## config.mk

```make
export PLATFORM = sky130hd
export DESIGN_NAME = oric_kbd_matrix
export DESIGN_NICKNAME = d
export VERILOG_FILES = /design/src/rtl/oric_kbd_matrix.sv
export SDC_FILE = /design/constraint.sdc
export NUM_CORES = 1
export LEC_CHECK = 0
export CORE_MARGIN = 1.5
export CORE_UTILIZATION = 61
export DETAILED_ROUTE_END_ITERATION = 8
export PLACE_DENSITY = 0.87
export RECOVER_POWER = 100
export SLEW_MARGIN = 20
export SYNTH_ARGS = -nofsm -noshare
export SYNTH_HDL_FRONTEND = slang
export SYNTH_SLANG_ARGS = --single-unit
export TNS_END_PERCENT = 10
```

## constraint.sdc

```tcl
create_clock -name clk_i -period 2.4 [get_ports clk_i]
set_input_delay 0.72 -clock clk_i [delete_from_list [all_inputs] [get_ports clk_i]]
set_output_delay 0.72 -clock clk_i [all_outputs]
set_load 0.01 [all_outputs]
```

## src/rtl/oric_kbd_matrix.sv

```systemverilog
// oric_kbd_matrix
//
// Converts host key events from the MiST user-I/O block into the 8x8 Oric
// Atmos keyboard matrix seen by the oricatmos core. One bit per matrix
// position records whether that key is down. The core scans the matrix with a
// row number and active-low column enables, and gets back a registered
// key-sense bit.
//
// Build option (macro ORIC_KBD_MIN_HOLD_EN): a minimum-hold stretcher. The
// most recently pressed key is kept down for at least HOLD_CYCLES clocks, so a
// very short host tap is still seen by the firmware's 20 ms keyboard scan.
// With the macro undefined there is no hold logic and HOLD_CYCLES is unused.
//
// Parameters
//   HOLD_CYCLES  minimum press length in clk_i cycles (1 .. 2^20-1)
// Ports
//   clk_i        system clock (24 MHz)
//   res_n_i      asynchronous active-low reset
//   key_strobe   one-cycle key event valid
//   key_pressed  1 = make, 0 = break (sampled with key_strobe)
//   key_extended E0-prefixed scan code (sampled with key_strobe)
//   key_code     PS/2 set-2 scan code (sampled with key_strobe)
//   row_sel      matrix row selected by the core
//   col_n        active-low column enables
//   key_sense    1 when any enabled column of the selected row is down
//   matrix_any   1 when any matrix bit is set
module oric_kbd_matrix #(
  parameter int unsigned HOLD_CYCLES = 480000
) (
  input  logic       clk_i,
  input  logic       res_n_i,
  input  logic       key_strobe,
  input  logic       key_pressed,
  input  logic       key_extended,
  input  logic [7:0] key_code,
  input  logic [2:0] row_sel,
  input  logic [7:0] col_n,
  output logic       key_sense,
  output logic       matrix_any
);

  // Matrix bit index is row*8 + col, which is why the decode table below
  // writes each position as a two-digit octal number (row digit, col digit).
  logic [63:0] mat;
  logic [63:0] mat_nxt;
  logic        dec_valid;
  logic [5:0]  dec_idx;
  logic        make_ev;
  logic        brk_ev;
  logic        brk_now;
  logic        clr_held;
  logic [5:0]  held_idx;

  // Scan code to matrix position, following the Atmos keyboard layout.
  always_comb begin
    dec_valid = 1'b1;
    dec_idx   = 6'o00;
    unique case ({key_extended, key_code})
      9'h03D: dec_idx = 6'o00; // 7
      9'h031: dec_idx = 6'o01; // N
      9'h02E: dec_idx = 6'o02; // 5
      9'h02A: dec_idx = 6'o03; // V
      9'h016: dec_idx = 6'o05; // 1
      9'h022: dec_idx = 6'o06; // X
      9'h026: dec_idx = 6'o07; // 3
      9'h03B: dec_idx = 6'o10; // J
      9'h02C: dec_idx = 6'o11; // T
      9'h02D: dec_idx = 6'o12; // R
      9'h02B: dec_idx = 6'o13; // F
      9'h076: dec_idx = 6'o15; // Esc
      9'h015: dec_idx = 6'o16; // Q
      9'h023: dec_idx = 6'o17; // D
      9'h03A: dec_idx = 6'o20; // M
      9'h036: dec_idx = 6'o21; // 6
      9'h032: dec_idx = 6'o22; // B
      9'h025: dec_idx = 6'o23; // 4
      9'h014: dec_idx = 6'o24; // Ctrl
      9'h01A: dec_idx = 6'o25; // Z
      9'h01E: dec_idx = 6'o26; // 2
      9'h021: dec_idx = 6'o27; // C
      9'h042: dec_idx = 6'o30; // K
      9'h046: dec_idx = 6'o31; // 9
      9'h04C: dec_idx = 6'o32; // ;
      9'h04E: dec_idx = 6'o33; // -
      9'h05D: dec_idx = 6'o36; // backslash
      9'h052: dec_idx = 6'o37; // '
      9'h029: dec_idx = 6'o40; // Space
      9'h041: dec_idx = 6'o41; // ,
      9'h049: dec_idx = 6'o42; // .
      9'h175: dec_idx = 6'o43; // Up
      9'h012: dec_idx = 6'o44; // LShift
      9'h16B: dec_idx = 6'o45; // Left
      9'h172: dec_idx = 6'o46; // Down
      9'h174: dec_idx = 6'o47; // Right
      9'h03C: dec_idx = 6'o50; // U
      9'h043: dec_idx = 6'o51; // I
      9'h044: dec_idx = 6'o52; // O
      9'h04D: dec_idx = 6'o53; // P
      9'h011: dec_idx = 6'o54; // Funct (Alt)
      9'h066: dec_idx = 6'o55; // Del (Backspace)
      9'h05B: dec_idx = 6'o56; // ]
      9'h054: dec_idx = 6'o57; // [
      9'h035: dec_idx = 6'o60; // Y
      9'h033: dec_idx = 6'o61; // H
      9'h034: dec_idx = 6'o62; // G
      9'h024: dec_idx = 6'o63; // E
      9'h01C: dec_idx = 6'o65; // A
      9'h01B: dec_idx = 6'o66; // S
      9'h01D: dec_idx = 6'o67; // W
      9'h03E: dec_idx = 6'o70; // 8
      9'h04B: dec_idx = 6'o71; // L
      9'h045: dec_idx = 6'o72; // 0
      9'h04A: dec_idx = 6'o73; // /
      9'h059: dec_idx = 6'o74; // RShift
      9'h05A: dec_idx = 6'o75; // Return
      9'h15A: dec_idx = 6'o75; // keypad Enter aliases Return
      9'h055: dec_idx = 6'o77; // =
      default: dec_valid = 1'b0;
    endcase
  end

  assign make_ev = key_strobe & key_pressed & dec_valid;
  assign brk_ev  = key_strobe & ~key_pressed & dec_valid;

`ifdef ORIC_KBD_MIN_HOLD_EN
  typedef enum logic [1:0] {IDLE, HOLD, HOLD_REL} hold_state_t;

  localparam logic [19:0] HOLD_LOAD = 20'(HOLD_CYCLES - 1);

  hold_state_t state;
  logic [19:0] hold_cnt;
  logic        hold_active;
  logic        hold_done;
  logic        brk_held;

  // hold_done marks the last cycle of the hold window: the counter steps
  // 1 -> 0 at this edge (or was loaded with 0), so a deferred release is
  // applied on the same edge.
  assign hold_active = (state != IDLE);
  assign hold_done   = hold_active && (hold_cnt <= 20'd1);
  assign brk_held    = brk_ev && hold_active && (dec_idx == held_idx);
  assign brk_now     = brk_ev && !brk_held;

  // The held key is dropped either when a different key takes over the hold
  // after its release was deferred, or when the window closes with the
  // release pending (including a release arriving in that final cycle).
  assign clr_held = make_ev ? ((state == HOLD_REL) && (dec_idx != held_idx))
                            : (hold_done && ((state == HOLD_REL) || brk_held));

  always_ff @(posedge clk_i or negedge res_n_i) begin
    if (!res_n_i) begin
      state    <= IDLE;
      hold_cnt <= 20'd0;
      held_idx <= 6'd0;
    end else if (make_ev) begin
      state    <= HOLD;
      hold_cnt <= HOLD_LOAD;
      held_idx <= dec_idx;
    end else if (hold_done) begin
      state    <= IDLE;
      hold_cnt <= 20'd0;
    end else if (hold_active) begin
      hold_cnt <= hold_cnt - 20'd1;
      if (brk_held) begin
        state <= HOLD_REL;
      end
    end
  end
`else
  assign brk_now  = brk_ev;
  assign clr_held = 1'b0;
  assign held_idx = 6'd0;
`endif

  // Clears first, then the make, so a make always wins for its own key.
  always_comb begin
    mat_nxt = mat;
    if (clr_held) begin
      mat_nxt[held_idx] = 1'b0;
    end
    if (brk_now) begin
      mat_nxt[dec_idx] = 1'b0;
    end
    if (make_ev) begin
      mat_nxt[dec_idx] = 1'b1;
    end
  end

  // The scan outputs look at the matrix as it stands this cycle, so a key
  // event shows on key_sense one edge after it lands in mat.
  always_ff @(posedge clk_i or negedge res_n_i) begin
    if (!res_n_i) begin
      mat        <= 64'd0;
      key_sense  <= 1'b0;
      matrix_any <= 1'b0;
    end else begin
      mat        <= mat_nxt;
      key_sense  <= |(mat[{row_sel, 3'b000} +: 8] & ~col_n);
      matrix_any <= |mat;
    end
  end

endmodule

```

==> report_table.html, run 1 <==
<table>
<tr><th>Metric</th><th>Value</th></tr>
<tr><th colspan="2">Yosys</th></tr>
<tr><td>Sequential area share after synthesis</td><td>0.347</td></tr>
<tr><td>Synthesis-stage register bit count</td><td>66</td></tr>
<tr><td>Netlist Area Pre-Place</td><td>4750 µm²</td></tr>
<tr><td>Post-synth top area share</td><td>0.347</td></tr>
<tr><td>Most numerous cell in the Yosys netlist</td><td>sky130_fd_sc_hd__dfrtp_1</td></tr>
<tr><td>Library cell with the largest summed area after synthesis</td><td>sky130_fd_sc_hd__dfrtp_1</td></tr>
<tr><td>Syn_area_per_cell</td><td>9.78 µm²</td></tr>
<tr><td>Top post-synthesis cells by count</td><td>66 x sky130_fd_sc_hd__dfrtp_1, 49 x sky130_fd_sc_hd__mux2_2, 44 x sky130_fd_sc_hd__nor2_1</td></tr>
<tr><td>Number of enable-type register cells in the synthesized netlist</td><td>0</td></tr>
<tr><td>Yosys warns</td><td>0</td></tr>
<tr><td>Netlist cell types</td><td>just under 70</td></tr>
<tr><td>Async SR Flop Fraction</td><td>1.00</td></tr>
<tr><td>Syn nets</td><td>510</td></tr>
<tr><td>Post-Syn Instances</td><td>between 400 and 500</td></tr>
<tr><td>Most used flip-flop cell after synthesis</td><td>sky130_fd_sc_hd__dfrtp_1</td></tr>
<tr><td>Synth area leaders</td><td>sky130_fd_sc_hd__dfrtp_1 35%, sky130_fd_sc_hd__mux2_2 12%, sky130_fd_sc_hd__mux4_2 7.6%</td></tr>
<tr><th colspan="2">Die</th></tr>
<tr><td>Height of the die</td><td>approximately 90 µm</td></tr>
<tr><td>Std cell rows</td><td>32</td></tr>
<tr><td>Die width</td><td>approximately 90 µm</td></tr>
<tr><td>Starting Density</td><td>0.622</td></tr>
<tr><td>IO Pins</td><td>26</td></tr>
<tr><th colspan="2">Clocking</th></tr>
<tr><td>CTS Root Buffer Type</td><td>sky130_fd_sc_hd__clkbuf_8</td></tr>
<tr><td>Maximum root-to-sink buffer count</td><td>2</td></tr>
<tr><td>Number of CTS-inserted buffers</td><td>9</td></tr>
<tr><td>H-Tree Depth</td><td>3</td></tr>
<tr><td>Number of sinks driven by the clock tree</td><td>66</td></tr>
<tr><td>Number of hold-repair buffers added at the cts stage</td><td>0</td></tr>
<tr><th colspan="2">Run status</th></tr>
<tr><td>Error msg</td><td>[ERROR GRT-0116] Global routing finished with congestion. Check the congestion regions in the DRC Viewer.</td></tr>
<tr><td>Stop stage</td><td>global routing (5_1_grt)</td></tr>
<tr><td>Run status</td><td>stopped before the end</td></tr>
<tr><th colspan="2">GRT</th></tr>
<tr><td>First-pass GRT wire length</td><td>41,600 µm</td></tr>
<tr><td>Remaining global-route overflow</td><td>2</td></tr>
<tr><td>Total global-route track usage</td><td>0.672</td></tr>
<tr><td>Vias in the first global route</td><td>~6,700</td></tr>
<tr><td>Largest net degree at the start of global routing</td><td>59</td></tr>
<tr><th colspan="2">Placement</th></tr>
<tr><td>HPWL reported at the end of detailed placement</td><td>13,400 µm</td></tr>
<tr><td>Placed instance count</td><td>a little under 700</td></tr>
<tr><td>I/O Buffers</td><td>25</td></tr>
<tr><td>Post-Place Setup Slack</td><td>-1440 ps</td></tr>
<tr><td>Final weighted congestion in routability-driven placement</td><td>~1</td></tr>
</table>
==> stage by stage <==
stage / utilization / area, µm²
after floorplan: - / 4860
after global placement: 0.790 / 6040
after detailed placement: 0.790 / 6040
after CTS: 0.951 / 7270
==> routing by layer <==
layer  overflow  GRT usage
met5          0          0
met4          1      0.704
met3          0      0.402
met2          1      0.892
met1          0      0.699
==> cells by family after synthesis <==
kind of cell    synth area share
flops                      0.347
buf+inv                   0.0490
compound gates            0.0974
xor+xnor                 0.00737
mux                        0.232
simple gates               0.267
==> timing repair <==
item	in CTS
pin swaps	57
gates resized for setup	215
setup buffers	25
cloned	6
setup endpoints to repair	59
==> run 2: changes to the inputs <==
- CORE_UTILIZATION: 61 -> 40
- PLACE_DENSITY: 0.87 -> default
- PLACE_DENSITY_LB_ADDON: default -> 0.15
==> run 2 against run 1 <==
The flow now finishes, with violations (design-rule violations, max-capacitance violations, max-slew violations, negative setup slack). Synthesized cell count is the same. Area after synthesis is the same.
==> report_table.html, run 2 <==
<table>
<tr><th>Metric</th><th>Value</th></tr>
<tr><th colspan="2">STA</th></tr>
<tr><td>Maximum achievable frequency</td><td>0.337 GHz</td></tr>
<tr><td>Total of endpoints with negative setup slack in the final report</td><td>58</td></tr>
<tr><td>RSZ-0062 raised after global routing</td><td>true</td></tr>
<tr><td>Min cycle time layout</td><td>around 3000 ps</td></tr>
<tr><td>Worst Clk Skew</td><td>between 3 and 4 ps</td></tr>
<tr><td>Count of final max-slew check failures</td><td>29</td></tr>
<tr><td>Share of the cycle needed by the critical path after routing</td><td>1.24</td></tr>
<tr><td>Hold Slack</td><td>slightly above 400 ps</td></tr>
<tr><td>Measured slew at the worst slew-check pin</td><td>approximately 1600 ps</td></tr>
<tr><td>Final total negative setup slack</td><td>-27,090 ps</td></tr>
<tr><td>Final Hold Violating Endpoints</td><td>0</td></tr>
<tr><td>Worst slew margin relative to its limit</td><td>-0.0623</td></tr>
<tr><td>Setup WS post-layout</td><td>-566 ps</td></tr>
<tr><th colspan="2">Placement</th></tr>
<tr><td>Post-Place Setup Slack</td><td>-1360 ps (was -1440 ps)</td></tr>
<tr><td>I/O Buffers</td><td>25 (unchanged)</td></tr>
<tr><td>HPWL reported at the end of detailed placement</td><td>12,500 µm (was 13,400 µm)</td></tr>
<tr><td>Placed cell areas</td><td>6070 µm² (was 6040 µm²)</td></tr>
<tr><td>Final weighted congestion in routability-driven placement</td><td>0.930 (was 0.984)</td></tr>
<tr><th colspan="2">Worst setup path</th></tr>
<tr><td>Critical-path top delay cell</td><td>sky130_fd_sc_hd__or3b_4</td></tr>
<tr><td>Cell-by-cell trace of the critical path</td><td>buf_8, or3b_4, buf_6, or3_4, buf_6, o41a_1, nor4bb_4, and4_4, nor3_4, buf_6, buf_16, nand3_2, mux2_4</td></tr>
<tr><td>Most used cell, CP</td><td>sky130_fd_sc_hd__buf_6</td></tr>
<tr><td>Kind of start point of the critical path</td><td>input port</td></tr>
<tr><td>Critical Setup Path Class</td><td>input port to flop</td></tr>
<tr><td>Crit. End Element</td><td>flop</td></tr>
<tr><td>Longest individual stage delay on the worst path</td><td>just under 400 ps</td></tr>
<tr><td>Data arrival time of the worst path</td><td>roughly 3200 ps</td></tr>
<tr><td>Required time at the endpoint of the critical path</td><td>2610 ps</td></tr>
<tr><td>Critical Path Fanout Max</td><td>4</td></tr>
<tr><th colspan="2">Cells and area</th></tr>
<tr><td>Total area of multi-input combinational cells</td><td>between 3000 and 4000 µm²</td></tr>
<tr><td>Area of all sequential standard cells</td><td>roughly 1700 µm²</td></tr>
<tr><td>Number of filler instances in the final layout</td><td>911</td></tr>
<tr><td>Largest register FFs</td><td>between 60 and 70</td></tr>
<tr><td>Most frequent cells in the layout</td><td>113 x sky130_fd_sc_hd__buf_4, 66 x sky130_fd_sc_hd__dfrtp_1, 35 x sky130_fd_sc_hd__buf_6</td></tr>
<tr><td>Proportion of layout cells with a drive suffix above 1</td><td>0.592</td></tr>
<tr><td>Largest register by flop count</td><td>mat</td></tr>
<tr><td>Fin nets</td><td>656</td></tr>
<tr><td>Largest registers in the final layout</td><td>mat x64, key_sense x1, matrix_any x1</td></tr>
<tr><td>Diode count</td><td>0</td></tr>
<tr><td>Most common library cell in the layout ignoring fill and taps</td><td>sky130_fd_sc_hd__buf_4</td></tr>
<tr><td>Area grow syn2layout</td><td>56.9%</td></tr>
<tr><td>Post-route cell area</td><td>about 7500 µm²</td></tr>
<tr><th colspan="2">Yosys</th></tr>
<tr><td>Async SR Flop Fraction</td><td>1.00 (unchanged)</td></tr>
<tr><td>Simple-gate area share of the yosys netlist</td><td>0.267 (unchanged)</td></tr>
<tr><td>Synthesis-stage register bit count</td><td>66 (unchanged)</td></tr>
<tr><td>Syn_area_per_cell</td><td>9.78 µm² (unchanged)</td></tr>
<tr><td>Post-synth top area share</td><td>0.347 (unchanged)</td></tr>
<tr><td>Netlist cell types</td><td>69 (unchanged)</td></tr>
<tr><td>Dominant combinational cell family by area after synthesis</td><td>simple AND/OR/NAND/NOR gates (unchanged)</td></tr>
<tr><td>Post-Syn Instances</td><td>486 (unchanged)</td></tr>
<tr><td>Syn nets</td><td>510 (unchanged)</td></tr>
<tr><td>Mux share of post-synthesis cell area</td><td>0.232 (unchanged)</td></tr>
<tr><td>Netlist Area Pre-Place</td><td>4750 µm² (unchanged)</td></tr>
<tr><td>Library cell with the largest summed area after synthesis</td><td>sky130_fd_sc_hd__dfrtp_1 (unchanged)</td></tr>
<tr><td>Most numerous cell in the Yosys netlist</td><td>sky130_fd_sc_hd__dfrtp_1 (unchanged)</td></tr>
<tr><td>Synth area leaders</td><td>sky130_fd_sc_hd__dfrtp_1 35%, sky130_fd_sc_hd__mux2_2 12%, sky130_fd_sc_hd__mux4_2 7.6% (unchanged)</td></tr>
<tr><td>Number of enable-type register cells in the synthesized netlist</td><td>0 (unchanged)</td></tr>
<tr><td>Compound-Gate Fraction of Synth Area</td><td>0.0974 (unchanged)</td></tr>
<tr><td>Top post-synthesis cells by count</td><td>66 x sky130_fd_sc_hd__dfrtp_1, 49 x sky130_fd_sc_hd__mux2_2, 44 x sky130_fd_sc_hd__nor2_1 (unchanged)</td></tr>
<tr><td>Yosys warns</td><td>0 (unchanged)</td></tr>
<tr><td>Most used flip-flop cell after synthesis</td><td>sky130_fd_sc_hd__dfrtp_1 (unchanged)</td></tr>
<tr><td>Sequential area share after synthesis</td><td>0.347 (unchanged)</td></tr>
<tr><td>Area share of xor/xnor cells in the synthesized design</td><td>0.00737 (unchanged)</td></tr>
<tr><td>Adder-cell share of the synthesized area</td><td>0 (unchanged)</td></tr>
<tr><th colspan="2">Clocking</th></tr>
<tr><td>Clock tree from TritonCTS</td><td>built</td></tr>
<tr><td>Number of CTS-inserted buffers</td><td>9 (unchanged)</td></tr>
<tr><td>Maximum root-to-sink buffer count</td><td>2 (unchanged)</td></tr>
<tr><td>CTS clk-pin slew, worst paths</td><td>about 50 ps</td></tr>
<tr><td>CTS Root Buffer Type</td><td>sky130_fd_sc_hd__clkbuf_16 (was sky130_fd_sc_hd__clkbuf_8)</td></tr>
<tr><td>Number of sinks driven by the clock tree</td><td>66 (unchanged)</td></tr>
<tr><td>Clk Latency, worst-skew pair</td><td>between 300 and 400 ps</td></tr>
<tr><td>H-Tree Depth</td><td>3 (unchanged)</td></tr>
<tr><td>Number of hold-repair buffers added at the cts stage</td><td>0 (unchanged)</td></tr>
<tr><th colspan="2">Power and ir drop</th></tr>
<tr><td>Sequential group share of total power</td><td>0.360</td></tr>
<tr><td>Leak</td><td>~3.2 nW</td></tr>
<tr><td>Part of the total power dissipated in the clock network</td><td>0.432</td></tr>
<tr><td>Worst ir drop on vdd</td><td>between 0.3 and 0.4 mV</td></tr>
<tr><td>Switching Power</td><td>~0.00086 W</td></tr>
<tr><td>Power share of the combinational group</td><td>0.207</td></tr>
<tr><td>Proportion of total power due to net switching</td><td>0.260</td></tr>
<tr><td>Pwr dens</td><td>between 400 and 500 nW/µm²</td></tr>
<tr><td>Internal Dissipation</td><td>around 0.0024 W</td></tr>
<tr><th colspan="2">GRT</th></tr>
<tr><td>Initial antenna violation count</td><td>0</td></tr>
<tr><td>Vias in the first global route</td><td>approximately 4,900</td></tr>
<tr><td>First-pass GRT wire length</td><td>approximately 27,000 µm</td></tr>
<tr><td>Remaining global-route overflow</td><td>0</td></tr>
<tr><td>Total global-route track usage</td><td>0.278</td></tr>
<tr><td>Largest net degree at the start of global routing</td><td>between 50 and 60</td></tr>
<tr><th colspan="2">Detailed routing</th></tr>
<tr><td>Detailed Routing Iterations Pass 1</td><td>8</td></tr>
<tr><td>Via count normalized by instance count</td><td>just over 6</td></tr>
<tr><td>Final ANT Viol Nets</td><td>0</td></tr>
<tr><td>DRC violation count after routing</td><td>6</td></tr>
<tr><td>Overall routed net length</td><td>around 18,000 µm</td></tr>
<tr><td>Vias</td><td>4,850</td></tr>
<tr><td>Drt initial violations</td><td>about 300</td></tr>
<tr><td>Average wire per standard cell</td><td>22.6 µm</td></tr>
<tr><th colspan="2">Run</th></tr>
<tr><td># Max-Cap Violations</td><td>1</td></tr>
<tr><th colspan="2">Die</th></tr>
<tr><td>Starting Density</td><td>0.413 (was 0.622)</td></tr>
<tr><td>Die Outline Area</td><td>approximately 13,000 µm²</td></tr>
<tr><td>Die width</td><td>112 µm (was 91.3 µm)</td></tr>
<tr><td>IO Pins</td><td>26 (unchanged)</td></tr>
<tr><td>Floorplan Core Area</td><td>around 12,000 µm²</td></tr>
<tr><td>Height of the die</td><td>112 µm (was 91.3 µm)</td></tr>
<tr><td>Std cell rows</td><td>39 (was 32)</td></tr>
<tr><th colspan="2">Run status</th></tr>
<tr><td>Run status</td><td>finished with violations (was stopped before the end)</td></tr>
<tr><td>Failing checks</td><td>design-rule violations, max-capacitance violations, max-slew violations, negative setup slack</td></tr>
<tr><th colspan="2">Worst hold path</th></tr>
<tr><td>Kind of path behind the tightest hold check</td><td>flop to flop</td></tr>
</table>
-- run 2: final timing paths --
path                        startpoint   endpoint  slack (ps)  cells after the start
setup / recovery           key_code[7]    mat[56]        -570                     13
hold / removal                 mat[62]    mat[62]         410                      0
setup reg to reg               mat[61]  key_sense         540                      4
hold reg to reg                mat[62]    mat[62]         410                      0
max in group asynchronous      res_n_i    mat[44]         290                      2
min in group asynchronous      res_n_i    mat[10]         780                      1
-- run 2: routing by layer --
| metal | wire length, µm | GRT usage | part of all wire | vias up |
|---|---|---|---|---|
| met5 | 0 | 0 | 0 | - |
| met4 | 1180 | 0.142 | 0.067 | 0 |
| met3 | 890 | 0.0373 | 0.051 | 95 |
| met2 | 8990 | 0.497 | 0.51 | 211 |
| met1 | 6570 | 0.327 | 0.37 | 2396 |
| li1 | - | - | - | 2148 |
-- run 2: area by class of cell --
type,count,share of cell area
multi-input cells,367,0.492
clock buffers,10,0.0320
flip-flops and latches,66,0.221
well taps,143,0.0240
inverters,7,0.00352
clock inverters,6,0.0121
repair buffers,181,0.215
-- run 2: per-stage QoR --
stage	utilization	total power [W]	cells
after floorplan	-	0.00148	486
after global placement	0.527	0.00176	733
after detailed placement	0.527	0.00177	733
after CTS	0.604	0.00325	771
after global routing	0.648	0.00340	780
final	0.648	0.00329	780
-- run 2: critical path, delay by kind of cell --
kind	cells	cell delay (ps)
buffers and inverters	5	620
AO/OA/AOI/OAI	1	120
multiplexers	1	300
AND/OR/NAND/NOR	6	1420
-- run 2: kinds of logic (layout without fill, tap and decap cells) --
family	Yosys count	in the layout
AND/OR/NAND/NOR	217	217
buffers and inverters	53	204
XOR/XNOR	4	4
AO/OA/AOI/OAI	63	63
multiplexers	83	83
flip-flops	66	66
-- run 2: timing repair --
| item | CTS | global route |
|---|---|---|
| resized for setup | 138 | 113 |
| cloned | 3 | 0 |
| setup buffers | 20 | 12 |
| setup endpoints to repair | 59 | 58 |
| endpoints found under the hold margin | 0 | 0 |
| pin swaps | 23 | 43 |
-- run 2: power by group through the flow --
stage / clock network (W) / registers, W / logic [W]
4_1_cts: 0.00144 / 0.00119 / 0.000628
5_1_grt: 0.00148 / 0.00119 / 0.000726
3_5_place_dp: 0 / 0.00121 / 0.000560
6_report: 0.00142 / 0.00119 / 0.000683
2_1_floorplan: 0 / 0.00119 / 0.000283
3_3_place_gp: 0 / 0.00121 / 0.000556
(Power assumes the default switching activity.)
==> run 3: changes to the inputs <==
--- a/config.mk
+++ b/config.mk
@@ -6,4 +6,5 @@
 export NUM_CORES = 1
 export LEC_CHECK = 0
+export CAP_MARGIN = 30
 export CORE_MARGIN = 1.5
 export CORE_UTILIZATION = 40
@@ -11,4 +12,5 @@
 export PLACE_DENSITY_LB_ADDON = 0.15
 export RECOVER_POWER = 100
+export REMOVE_ABC_BUFFERS = 1
 export SLEW_MARGIN = 20
 export SYNTH_ARGS = -nofsm -noshare
==> constraint.sdc (replaced) <==
create_clock -name clk_i -period 2.4 [get_ports clk_i]
set_input_delay 0.72 -clock clk_i [delete_from_list [all_inputs] [get_ports clk_i]]
set_output_delay 0.72 -clock clk_i [all_outputs]
set_load 0.1 [all_outputs]
==> run 3 against run 2 <==
The flow finishes with violations (design-rule violations, negative setup slack). First-iteration DRC count fell by 30%. Register-to-register slack improved by 20 ps. Critical endpoint is now mat[55]. Routed wire length fell by 2.0%. Core utilization fell by 0.33 points. Flip-flop and latch count did not move. Critical path depth fell by 1. Via count fell by 1.5%.
==> report_table.html, run 3 (synthesis gave the netlist of run 2 again) <==
<table>
<tr><th>Metric</th><th>Value</th></tr>
<tr><th colspan="2">Run status</th></tr>
<tr><td>Run status</td><td>finished with violations (unchanged)</td></tr>
<tr><td>Failing checks</td><td>design-rule violations, negative setup slack (was design-rule violations, max-capacitance violations, max-slew violations, negative setup slack)</td></tr>
<tr><th colspan="2">Placement</th></tr>
<tr><td>Final weighted congestion in routability-driven placement</td><td>0.939 (was 0.930)</td></tr>
<tr><td>Placed instance count</td><td>734 (was 733)</td></tr>
<tr><td>HPWL reported at the end of detailed placement</td><td>12,600 µm (was 12,500 µm)</td></tr>
<tr><td>I/O Buffers</td><td>25 (unchanged)</td></tr>
<tr><td>Post-Place Setup Slack</td><td>-1480 ps (was -1360 ps)</td></tr>
<tr><th colspan="2">Worst setup path</th></tr>
<tr><td>Critical Path Fanout Max</td><td>7 (was 4)</td></tr>
<tr><td>Critical Setup Path Class</td><td>input port to flop (unchanged)</td></tr>
<tr><td>Required time at the endpoint of the critical path</td><td>2620 ps (was 2610 ps)</td></tr>
<tr><td>Kind of start point of the critical path</td><td>input port (unchanged)</td></tr>
<tr><td>Crit. End Element</td><td>flop (unchanged)</td></tr>
<tr><td>Data arrival time of the worst path</td><td>3110 ps (was 3180 ps)</td></tr>
<tr><td>Start of the worst register-to-register path</td><td>mat[26] (was mat[61])</td></tr>
<tr><td>Depth of the worst register-to-register path</td><td>4 (unchanged)</td></tr>
<tr><td>CP Launch Point</td><td>key_code[5] (was key_code[7])</td></tr>
<tr><th colspan="2">GRT</th></tr>
<tr><td>Largest net degree at the start of global routing</td><td>59 (unchanged)</td></tr>
<tr><td>Initial antenna violation count</td><td>0 (unchanged)</td></tr>
<tr><td>Vias in the first global route</td><td>4,862 (was 4,850)</td></tr>
<tr><td>Total global-route track usage</td><td>0.285 (was 0.278)</td></tr>
<tr><td>Remaining global-route overflow</td><td>0 (unchanged)</td></tr>
<tr><td>First-pass GRT wire length</td><td>27,400 µm (was 26,900 µm)</td></tr>
<tr><th colspan="2">Cells and area</th></tr>
<tr><td>Largest register FFs</td><td>64 (unchanged)</td></tr>
<tr><td>Total area of multi-input combinational cells</td><td>3630 µm² (was 3670 µm²)</td></tr>
<tr><td>Number of filler instances in the final layout</td><td>913 (was 911)</td></tr>
<tr><td>Area grow syn2layout</td><td>56.1% (was 56.9%)</td></tr>
<tr><td>Most frequent cells in the layout</td><td>121 x sky130_fd_sc_hd__buf_4, 66 x sky130_fd_sc_hd__dfrtp_1, 29 x sky130_fd_sc_hd__mux2_2 (was 113 x sky130_fd_sc_hd__buf_4, 66 x sky130_fd_sc_hd__dfrtp_1, 35 x sky130_fd_sc_hd__buf_6)</td></tr>
<tr><td>Diode count</td><td>0 (unchanged)</td></tr>
<tr><td>Largest register by flop count</td><td>mat (unchanged)</td></tr>
<tr><td>Most common library cell in the layout ignoring fill and taps</td><td>sky130_fd_sc_hd__buf_4 (unchanged)</td></tr>
<tr><td>Largest registers in the final layout</td><td>mat x64, key_sense x1, matrix_any x1 (unchanged)</td></tr>
<tr><td>Proportion of layout cells with a drive suffix above 1</td><td>0.578 (was 0.592)</td></tr>
<tr><td>Area of all sequential standard cells</td><td>1650 µm² (unchanged)</td></tr>
<tr><td>Fin nets</td><td>658 (was 656)</td></tr>
<tr><td>Cell Count, Final, Fillers Out</td><td>780 (unchanged)</td></tr>
<tr><th colspan="2">Clocking</th></tr>
<tr><td>Maximum root-to-sink buffer count</td><td>2 (unchanged)</td></tr>
<tr><td>Number of CTS-inserted buffers</td><td>9 (unchanged)</td></tr>
<tr><td>CTS Root Buffer Type</td><td>sky130_fd_sc_hd__clkbuf_16 (unchanged)</td></tr>
<tr><td>Clock tree from TritonCTS</td><td>built (unchanged)</td></tr>
<tr><td>Clk Latency, worst-skew pair</td><td>340 ps (was 330 ps)</td></tr>
<tr><td>Number of hold-repair buffers added at the cts stage</td><td>0 (unchanged)</td></tr>
<tr><td>CTS clk-pin slew, worst paths</td><td>50 ps (about the same)</td></tr>
<tr><td>H-Tree Depth</td><td>3 (unchanged)</td></tr>
<tr><td>Number of sinks driven by the clock tree</td><td>66 (unchanged)</td></tr>
<tr><th colspan="2">Power and ir drop</th></tr>
<tr><td>Proportion of total power due to net switching</td><td>0.271 (was 0.260)</td></tr>
<tr><td>Power share of the combinational group</td><td>0.229 (was 0.207)</td></tr>
<tr><td>Sequential group share of total power</td><td>0.356 (was 0.360)</td></tr>
<tr><td>Leak</td><td>3.23 nW (was 3.21 nW)</td></tr>
<tr><td>Internal Dissipation</td><td>0.00242 W (was 0.00244 W)</td></tr>
<tr><td>Pwr dens</td><td>448 nW/µm² (was 442 nW/µm²)</td></tr>
<tr><td>Worst ir drop on vdd</td><td>0.268 mV (was 0.336 mV)</td></tr>
<tr><td>Part of the total power dissipated in the clock network</td><td>0.415 (was 0.432)</td></tr>
<tr><td>Switching Power</td><td>0.000899 W (was 0.000857 W)</td></tr>
<tr><th colspan="2">STA</th></tr>
<tr><td>RSZ-0062 raised after global routing</td><td>true (unchanged)</td></tr>
<tr><td>Maximum achievable frequency</td><td>0.345 GHz (was 0.337 GHz)</td></tr>
<tr><td>Worst slew margin relative to its limit</td><td>0.138 (was -0.0623)</td></tr>
<tr><td>Final Hold Violating Endpoints</td><td>0 (unchanged)</td></tr>
<tr><td>Measured slew at the worst slew-check pin</td><td>1290 ps (was 1590 ps)</td></tr>
<tr><td>Min cycle time layout</td><td>2890 ps (was 2970 ps)</td></tr>
<tr><td>Final total negative setup slack</td><td>-25,390 ps (was -27,090 ps)</td></tr>
<tr><td>Share of the cycle needed by the critical path after routing</td><td>1.21 (was 1.24)</td></tr>
<tr><td>Setup WS post-layout</td><td>-494 ps (was -566 ps)</td></tr>
<tr><td>Hold Slack</td><td>409 ps (was 407 ps)</td></tr>
<tr><td>Worst Clk Skew</td><td>3.03 ps (was 3.82 ps)</td></tr>
<tr><td>Total of endpoints with negative setup slack in the final report</td><td>58 (unchanged)</td></tr>
<tr><td>Count of final max-slew check failures</td><td>0 (was 29)</td></tr>
<tr><th colspan="2">Die</th></tr>
<tr><td>Die width</td><td>112 µm (unchanged)</td></tr>
<tr><td>Height of the die</td><td>112 µm (unchanged)</td></tr>
<tr><td>IO Pins</td><td>26 (unchanged)</td></tr>
<tr><td>Die Outline Area</td><td>12,500 µm² (unchanged)</td></tr>
<tr><td>Starting Density</td><td>0.413 (unchanged)</td></tr>
<tr><td>Std cell rows</td><td>39 (unchanged)</td></tr>
<tr><td>Floorplan Core Area</td><td>11,500 µm² (unchanged)</td></tr>
<tr><th colspan="2">Detailed routing</th></tr>
<tr><td>Detailed Routing Iterations Pass 1</td><td>6 (was 8)</td></tr>
<tr><td>Drt initial violations</td><td>209 (was 297)</td></tr>
<tr><td>Overall routed net length</td><td>17,300 µm (was 17,600 µm)</td></tr>
<tr><td>Via count normalized by instance count</td><td>6.13 (was 6.22)</td></tr>
<tr><td>Final ANT Viol Nets</td><td>0 (unchanged)</td></tr>
<tr><td>Average wire per standard cell</td><td>22.1 µm (was 22.6 µm)</td></tr>
<tr><td>DRC violation count after routing</td><td>6 (unchanged)</td></tr>
<tr><td>Vias</td><td>4,778 (was 4,850)</td></tr>
<tr><th colspan="2">Worst hold path</th></tr>
<tr><td>Kind of path behind the tightest hold check</td><td>flop to flop (unchanged)</td></tr>
<tr><td>Hold Path Stages</td><td>0 (unchanged)</td></tr>
<tr><td>Start point of the worst hold path</td><td>mat[12] (was mat[62])</td></tr>
<tr><th colspan="2">Run</th></tr>
<tr><td># Max-Cap Violations</td><td>0 (was 1)</td></tr>
</table>
==> run 3: cell types whose count changed in the layout (fill, tap and decap cells not counted), sizes merged, moves of 2 or more <==
cell / previous run / this run
dlygate4sd3: 2 / 0
buf: 163 / 165
clkinv: 3 / 1
clkbuf: 13 / 16
==> run 3: power groups by stage <==
stage / logic, W / clock network, W / registers, W
detailed placement: 0.000621 / 0 / 0.00120
floorplan: 0.000197 / 0 / 0.00126
global route: 0.000802 / 0.00143 / 0.00119
finish: 0.000759 / 0.00138 / 0.00118
CTS: 0.000715 / 0.00139 / 0.00118
global placement: 0.000618 / 0 / 0.00120
==> run 3: per-layer routing <==
layer / wire, µm / GRT usage / vias to the layer above
met4: 1060 / 0.177 / 0
met1: 6780 / 0.335 / 2409
met5: 0 / 0 / -
li1: - / - / 2151
met2: 8780 / 0.502 / 154
met3: 651 / 0.0302 / 64
==> run 3: final timing paths <==
kind	to	slack, ps
hold / removal	mat[12]	410
setup reg to reg	key_sense	560
max in group asynchronous	key_sense	420
setup / recovery	mat[55]	-490
hold reg to reg	mat[12]	410
min in group asynchronous	mat[23]	650
==> run 3: layout make-up <==
type                    count  area share
multi-input cells         367       0.489
flip-flops and latches     66       0.223
repair buffers            183       0.220
clock buffers              11      0.0327
well taps                 143      0.0241
clock inverters             3     0.00877
inverters                   7     0.00354
==> run 3: critical path, stage by stage <==
cell                       delay (ps)
sky130_fd_sc_hd__buf_6            100
sky130_fd_sc_hd__buf_6            120
sky130_fd_sc_hd__or4b_4           520
sky130_fd_sc_hd__buf_12           160
sky130_fd_sc_hd__a211o_1          220
sky130_fd_sc_hd__o211ai_1         150
sky130_fd_sc_hd__nor4_4           120
sky130_fd_sc_hd__a21boi_4         270
sky130_fd_sc_hd__nand3_2          150
sky130_fd_sc_hd__buf_12           190
sky130_fd_sc_hd__nor2_4           110
sky130_fd_sc_hd__mux2_4           300
==> run 3: repair_timing <==
item | in CTS | in global routing
setup buffers | 18 | 13
gates resized for setup | 190 | 65
gates cloned | 2 | 0
pin swaps | 43 | 28
hold endpoints to repair | 0 | 0
endpoints found under the setup margin | 59 | 59
==> run 3: per-stage QoR <==
stage / utilization / area (µm²) / power [W]
2_1_floorplan: - / 4550 / 0.00146
3_3_place_gp: 0.521 / 6000 / 0.00182
3_5_place_dp: 0.521 / 6000 / 0.00182
4_1_cts: 0.614 / 7070 / 0.00329
5_1_grt: 0.644 / 7420 / 0.00342
6_report: 0.644 / 7420 / 0.00332
